**src/rtl/ram_port_arbiter_if.sv**
```systemverilog
// Bus bundle between the CPU memory stage, the I/O transfer engine, the data RAM and the arbiter.
// The master side is the surrounding system, and the slave side is the arbiter.
interface ram_port_arbiter_if #(
  parameter int unsigned DW = 32,
  parameter int unsigned AW = 32
);
  logic          cpu_req;
  logic          cpu_we;
  logic [AW-1:0] cpu_addr;
  logic [DW-1:0] cpu_wdata;
  logic [DW-1:0] cpu_rdata;
  logic          cpu_stall;

  logic          io_req;
  logic          io_we;
  logic          io_last;
  logic [AW-1:0] io_addr;
  logic [DW-1:0] io_wdata;
  logic          io_gnt;
  logic [DW-1:0] io_rdata;

  logic          ram_we;
  logic [AW-1:0] ram_addr;
  logic [DW-1:0] ram_wdata;
  logic [DW-1:0] ram_rdata;

  modport master (
    output cpu_req, cpu_we, cpu_addr, cpu_wdata,
    input  cpu_rdata, cpu_stall,
    output io_req, io_we, io_last, io_addr, io_wdata,
    input  io_gnt, io_rdata,
    input  ram_we, ram_addr, ram_wdata,
    output ram_rdata
  );

  modport slave (
    input  cpu_req, cpu_we, cpu_addr, cpu_wdata,
    output cpu_rdata, cpu_stall,
    input  io_req, io_we, io_last, io_addr, io_wdata,
    output io_gnt, io_rdata,
    output ram_we, ram_addr, ram_wdata,
    input  ram_rdata
  );
endinterface

```
**src/rtl/ram_port_arbiter.sv**
```systemverilog
// Single-port data RAM arbiter: the CPU has default priority, I/O bursts are locked,
// and an I/O request that has waited too long behind the CPU is forced through.
module ram_port_arbiter #(
  parameter int unsigned DW           = 32,
  parameter int unsigned AW           = 32,
  parameter int unsigned STARVE_LIMIT = 8,
  parameter int unsigned BURST_MAX    = 16
) (
  input  logic               clk,
  input  logic               rst_n,
  ram_port_arbiter_if.slave  bus
);

  localparam int unsigned BEAT_W   = $clog2(BURST_MAX + 1);
  localparam int unsigned STARVE_W = $clog2(STARVE_LIMIT + 1);
  localparam bit          CAN_LOCK = (BURST_MAX > 1);

  typedef enum logic {S_CPU, S_IO} state_t;

  state_t              state, state_n;
  logic [BEAT_W-1:0]   beat_cnt, beat_n;
  logic [STARVE_W-1:0] starve_cnt, starve_n;

  logic          force_io;
  logic          cpu_gnt;
  logic          io_gnt;
  logic [AW-1:0] addr_mux;
  logic [DW-1:0] wdata_mux;

  assign force_io = (starve_cnt == STARVE_W'(STARVE_LIMIT));

  // State register
  always_ff @(posedge clk or negedge rst_n) begin
    if (!rst_n) begin
      state      <= S_CPU;
      beat_cnt   <= '0;
      starve_cnt <= '0;
    end else begin
      state      <= state_n;
      beat_cnt   <= beat_n;
      starve_cnt <= starve_n;
    end
  end

  // Next state: burst lock tracking and starvation counter
  always_comb begin
    state_n  = state;
    beat_n   = beat_cnt;
    starve_n = starve_cnt;
    unique case (state)
      S_CPU: begin
        if (io_gnt && !bus.io_last && CAN_LOCK) begin
          state_n = S_IO;
          beat_n  = BEAT_W'(1);
        end
      end
      S_IO: begin
        // A dropped request abandons the burst just like its final beat does.
        if (!bus.io_req || bus.io_last || (beat_cnt == BEAT_W'(BURST_MAX - 1))) begin
          state_n = S_CPU;
          beat_n  = '0;
        end else begin
          beat_n = beat_cnt + BEAT_W'(1);
        end
      end
      default: begin
        state_n = S_CPU;
        beat_n  = '0;
      end
    endcase
    if (io_gnt || !bus.io_req) begin
      starve_n = '0;
    end else if (!force_io) begin
      starve_n = starve_cnt + STARVE_W'(1);
    end
  end

  // Grants: combinational from state and requests, all suppressed while in reset
  always_comb begin
    cpu_gnt = 1'b0;
    io_gnt  = 1'b0;
    if (rst_n) begin
      if (state == S_IO) begin
        io_gnt = bus.io_req;
      end else begin
        cpu_gnt = bus.cpu_req && !force_io;
        io_gnt  = !cpu_gnt && bus.io_req;
      end
    end
  end

  assign addr_mux  = io_gnt ? bus.io_addr  : bus.cpu_addr;
  assign wdata_mux = io_gnt ? bus.io_wdata : bus.cpu_wdata;

  assign bus.io_gnt    = io_gnt;
  assign bus.cpu_stall = rst_n && bus.cpu_req && !cpu_gnt;
  assign bus.ram_we    = (cpu_gnt && bus.cpu_we) || (io_gnt && bus.io_we);
  assign bus.ram_addr  = addr_mux;
  assign bus.ram_wdata = wdata_mux;
  assign bus.cpu_rdata = bus.ram_rdata;
  assign bus.io_rdata  = bus.ram_rdata;

endmodule

```
**src/flat_wrapper.sv**
```systemverilog
// flat-port wrapper written by rule: the top's interface ports become plain ports
module ram_port_arbiter_flat 
#(
  parameter int unsigned DW           = 32,
  parameter int unsigned AW           = 32,
  parameter int unsigned STARVE_LIMIT = 8,
  parameter int unsigned BURST_MAX    = 16
)
  (clk, rst_n, bus_cpu_req, bus_cpu_we, bus_cpu_addr, bus_cpu_wdata, bus_cpu_rdata, bus_cpu_stall, bus_io_req, bus_io_we, bus_io_last, bus_io_addr, bus_io_wdata, bus_io_gnt, bus_io_rdata, bus_ram_we, bus_ram_addr, bus_ram_wdata, bus_ram_rdata);
  ram_port_arbiter_if #(.DW(DW), .AW(AW)) bus_i ();
  input  logic clk;
  input  logic rst_n;
  input wire logic [$bits(bus_i.cpu_req)-1:0] bus_cpu_req;
  input wire logic [$bits(bus_i.cpu_we)-1:0] bus_cpu_we;
  input wire logic [$bits(bus_i.cpu_addr)-1:0] bus_cpu_addr;
  input wire logic [$bits(bus_i.cpu_wdata)-1:0] bus_cpu_wdata;
  output wire logic [$bits(bus_i.cpu_rdata)-1:0] bus_cpu_rdata;
  output wire logic [$bits(bus_i.cpu_stall)-1:0] bus_cpu_stall;
  input wire logic [$bits(bus_i.io_req)-1:0] bus_io_req;
  input wire logic [$bits(bus_i.io_we)-1:0] bus_io_we;
  input wire logic [$bits(bus_i.io_last)-1:0] bus_io_last;
  input wire logic [$bits(bus_i.io_addr)-1:0] bus_io_addr;
  input wire logic [$bits(bus_i.io_wdata)-1:0] bus_io_wdata;
  output wire logic [$bits(bus_i.io_gnt)-1:0] bus_io_gnt;
  output wire logic [$bits(bus_i.io_rdata)-1:0] bus_io_rdata;
  output wire logic [$bits(bus_i.ram_we)-1:0] bus_ram_we;
  output wire logic [$bits(bus_i.ram_addr)-1:0] bus_ram_addr;
  output wire logic [$bits(bus_i.ram_wdata)-1:0] bus_ram_wdata;
  input wire logic [$bits(bus_i.ram_rdata)-1:0] bus_ram_rdata;
  assign bus_i.cpu_req = bus_cpu_req;
  assign bus_i.cpu_we = bus_cpu_we;
  assign bus_i.cpu_addr = bus_cpu_addr;
  assign bus_i.cpu_wdata = bus_cpu_wdata;
  assign bus_cpu_rdata = bus_i.cpu_rdata;
  assign bus_cpu_stall = bus_i.cpu_stall;
  assign bus_i.io_req = bus_io_req;
  assign bus_i.io_we = bus_io_we;
  assign bus_i.io_last = bus_io_last;
  assign bus_i.io_addr = bus_io_addr;
  assign bus_i.io_wdata = bus_io_wdata;
  assign bus_io_gnt = bus_i.io_gnt;
  assign bus_io_rdata = bus_i.io_rdata;
  assign bus_ram_we = bus_i.ram_we;
  assign bus_ram_addr = bus_i.ram_addr;
  assign bus_ram_wdata = bus_i.ram_wdata;
  assign bus_i.ram_rdata = bus_ram_rdata;
  ram_port_arbiter #(.DW(DW), .AW(AW), .STARVE_LIMIT(STARVE_LIMIT), .BURST_MAX(BURST_MAX)) u_core (.clk(clk), .rst_n(rst_n), .bus(bus_i));
endmodule
```
**config.mk**
```make
export PLATFORM = sky130hd
export DESIGN_NAME = ram_port_arbiter_flat
export DESIGN_NICKNAME = d
export VERILOG_FILES = /design/src/rtl/ram_port_arbiter_if.sv /design/src/rtl/ram_port_arbiter.sv /design/src/flat_wrapper.sv
export SDC_FILE = /design/constraint.sdc
export NUM_CORES = 1
export LEC_CHECK = 0
export CORE_AREA = 2 2 114 116
export DETAILED_ROUTE_END_ITERATION = 6
export DIE_AREA = 0 0 116 118
export PLACE_DENSITY_LB_ADDON = 0.2
export SKIP_CTS_REPAIR_TIMING = 1
export SYNTH_ARGS = -nofsm -noshare
export SYNTH_HDL_FRONTEND = slang
export SYNTH_SLANG_ARGS = --single-unit
```
**constraint.sdc**
```tcl
create_clock -name clk -period 2.2 [get_ports clk]
set_input_delay 0.33 -clock clk [delete_from_list [all_inputs] [get_ports clk]]
set_output_delay 0.33 -clock clk [all_outputs]
set_load 0.01 [all_outputs]
```
==> flow_summary_export.csv <==
group,metric,value,unit
drt,wirelength,8480,µm
timing,relSlewSlack,76.2,%
placed_design,dp_slack,-426,ps
placed_design,dp_hpwl,6320,µm
floorplan,die_h,118,µm
yosys,synth_top_area_share,38.7,%
run_status,outcome,"complete, but fails checks",
yosys,synthAdderAreaFrac,2.69,%
final_layout,final_nets,526,
yosys,yosysMostFrequentCell,"buf_4",
yosys,yosysUniqueCellTypes,34,
placed_design,gp_congestion,0.763,
run_status,failed_checks,"setup timing",
timing,finClkSkew,4.48,ps
setup_path,cp-start-kind,"flip-flop",
clocking,cts_tree,"yes",
final_layout,fin_cells,526,
yosys,synth_compound_area_share,5.38,%
pwr,leakagePower,1.93,nW
drt,wl_per_cell,16.1,µm
floorplan,rows,41,
final_layout,utilization,32.7,%
timing,finalSetupViolCount,63,
final_layout,fill_cells,1306,
yosys,synth_area_leaders,"mux2_1 39%, buf_4 28%, dfrtp_1 13%, ha_1 2.7%, nand3b_4 1.1%",
setup_path,ff2ff_setup_slack,420,ps
grt,grt_pass1_wl,10600,µm
yosys,muxShareOfSynthArea,39.9,%
drt,vias,2017,
placed_design,place_inst,509,
final_layout,diodes,0,
setup_path,path_class,"reg -> out",
pwr,clockPowerShare,27.8,%
yosys,syn_nets,365,
floorplan,core_area,12400,µm²
pwr,seq_power_share,17.0,%
pwr,pwr_density_cell,318,nW/µm²
drt,viasPerCell,3.83,
setup_path,crit_fanout,9,
yosys,syn_area_per_cell,9.59,µm²
pwr,switching_share,25.9,%
drt,first_iter_violations,28,
yosys,async_flop_share,100,%
setup_path,critPathRequiredTime,1870,ps
final_layout,drive_gt1_share,27.1,%
clocking,htree_levels,1,
clocking,clkLatencyLatePin,240,ps
pwr,switchingPower,335,µW
yosys,synth_top_family_by_area,"multiplexers",
timing,worst_slack,-106,ps
pwr,max-vdd-ir-drop,278,µV
pwr,comb_power_share,55.2,%
timing,fmax,434,MHz
setup_path,end_kind,"primary output",
timing,finalMaxSlewViolations,0,
yosys,synthXorXnorAreaFrac,1.41,%
drt,antenna_left,0,
grt,antenna_found_initial,0,
yosys,synth.yosys.warnings,0,
floorplan,die_w,116,µm
drt,firstDrtPassIters,4,
yosys,ys_seq_area_share,13.4,%
flow_run,drv_cap,0,
clocking,clockBufferDepth,2,
timing,post-route-min-period,2310,ps
timing,rsz0062_at_grt,"true",
timing,worst_pin_slew,356,ps
drt,drcViolationCount,0,
yosys,netlist_area,1860,µm²
yosys,syn_inst,194,
floorplan,start_util,15.0,%
clocking,root_buffer,"clkbuf_16",
setup_path,arrival,1980,ps
yosys,synth_enable_flop_cells,0,
pwr,power.internal,956,µW
clocking,cts.sink_count,10,
min_path,hp-class,"in -> async",
yosys,yosys.area.top_type,"mux2_1",
pwr,finalPower,1.29,mW
clocking,numCtsBuffers,3,
grt,globalRouteTotalUtil,9.60,%
timing,finalHoldViolations,0,
clocking,clk_pin_slew,40,ps
yosys,ys_ff_latch,10,
grt,overflow,0,
yosys,yosys-top-cells-count,"70 x buf_4, 64 x mux2_1, 10 x dfrtp_1",
placed_design,io_buffers,201,
yosys,synth_flop_cell,"dfrtp_1",
grt,grt_pass1_vias,1968,
final_layout,syn_to_final_growth,118,%
yosys,synth_simple_gate_area_share,7.67,%
floorplan,dieArea,13700,µm²
timing,post-route-period-util,105,%
grt,grt_max_degree,36,
floorplan,pin_count,298,
==> worst max-delay path, stage by stage, from the launching register on <==
cell and delay (ps):
dfrtp_1 380, inv_2 80, ha_4 140, nand3b_4 90, a21oi_4 190, buf_4 170
clkbuf_16 160, mux2_1 330, dlymetal6s2s_1 190
==> routing by layer <==
metal	wire length [µm]	track usage [%]	vias to the layer above
met5	0	0	-
met4	42	1.41	0
met3	1120	4.94	8
met2	3970	16.3	147
met1	3350	10.9	925
li1	-	-	937
==> flip-flops by register name (all words and copies together), names as in the netlist <==
signal / count
u_core.beat_cnt: 5
u_core.starve_cnt: 4
u_core.state: 1
==> worst paths after layout <==
path | startpoint | to | cells after the start
max | u_core.starve_cnt[0]$_DFFE_PN0P_ | bus_ram_wdata[27] | 8
min | rst_n | u_core.starve_cnt[0]$_DFFE_PN0P_ | 2
max reg2reg | u_core.beat_cnt[0]$_DFFE_PN0P_ | u_core.beat_cnt[0]$_DFFE_PN0P_ | 6
min reg2reg | u_core.beat_cnt[3]$_DFFE_PN0P_ | u_core.beat_cnt[3]$_DFFE_PN0P_ | 1
max in group asynchronous | rst_n | u_core.beat_cnt[3]$_DFFE_PN0P_ | 2
min in group clk | u_core.beat_cnt[3]$_DFFE_PN0P_ | u_core.beat_cnt[3]$_DFFE_PN0P_ | 1
==> stage by stage <==
step | area (µm²) | TNS, ps | hold WS, ps
after floorplan | 1860 | 0 | 34.4
after global placement | 3690 | -24420 | 466
after detailed placement | 3690 | -23870 | 481
after CTS | 3780 | -28760 | 449
after global routing | 4060 | -9140 | 459
final | 4060 | -3800 | 434
==> logic make-up (layout without fill, tap and decap cells) <==
| logic type | Yosys count | in the layout |
|---|---|---|
| AO/OA/AOI/OAI | 15 | 15 |
| AND/OR/NAND/NOR | 20 | 20 |
| adder cells (fa/ha/maj) | 4 | 4 |
| XOR/XNOR | 3 | 3 |
| buffers and inverters | 76 | 236 |
| flip-flops | 10 | 10 |
| multiplexers | 66 | 66 |
==> cells in the final DEF (no fill, tap or decap), types with 2 or more instances in the layout <==
cell type,instances
nand3_1,3
and3b_1,2
a21oi_1,2
mux2_1,44
dlymetal6s2s_1,28
buf_6,18
clkbuf_2,23
xnor2_1,2
inv_1,3
buf_16,2
clkdlybuf4s50_1,134
ha_1,3
nor3_1,3
dfrtp_1,10
clkbuf_16,7
mux2_4,20
nand2_1,3
inv_2,2
buf_4,15
buf_12,2
o31ai_1,2
nand2b_1,2
==> power groups by stage <==
stage          registers, mW  logic [mW]  clock network [mW]
2_1_floorplan          0.219       0.322                   0
3_3_place_gp           0.221       0.670                   0
3_5_place_dp           0.222       0.670                   0
4_1_cts                0.220       0.675               0.368
5_1_grt                0.223       0.757               0.380
6_report               0.220       0.712               0.359
==> final cells by class <==
cell class / count / area, µm² / share of cell area, %
timing repair buffer: 227 / 2320 / 57.3
multi-input combinational: 108 / 1160 / 28.6
sequential: 10 / 250 / 6.17
tap: 172 / 215 / 5.31
clock buffer: 4 / 88.8 / 2.19
inverter: 5 / 18.8 / 0.463
No activity file was read; power rests on OpenSTA's default activity.
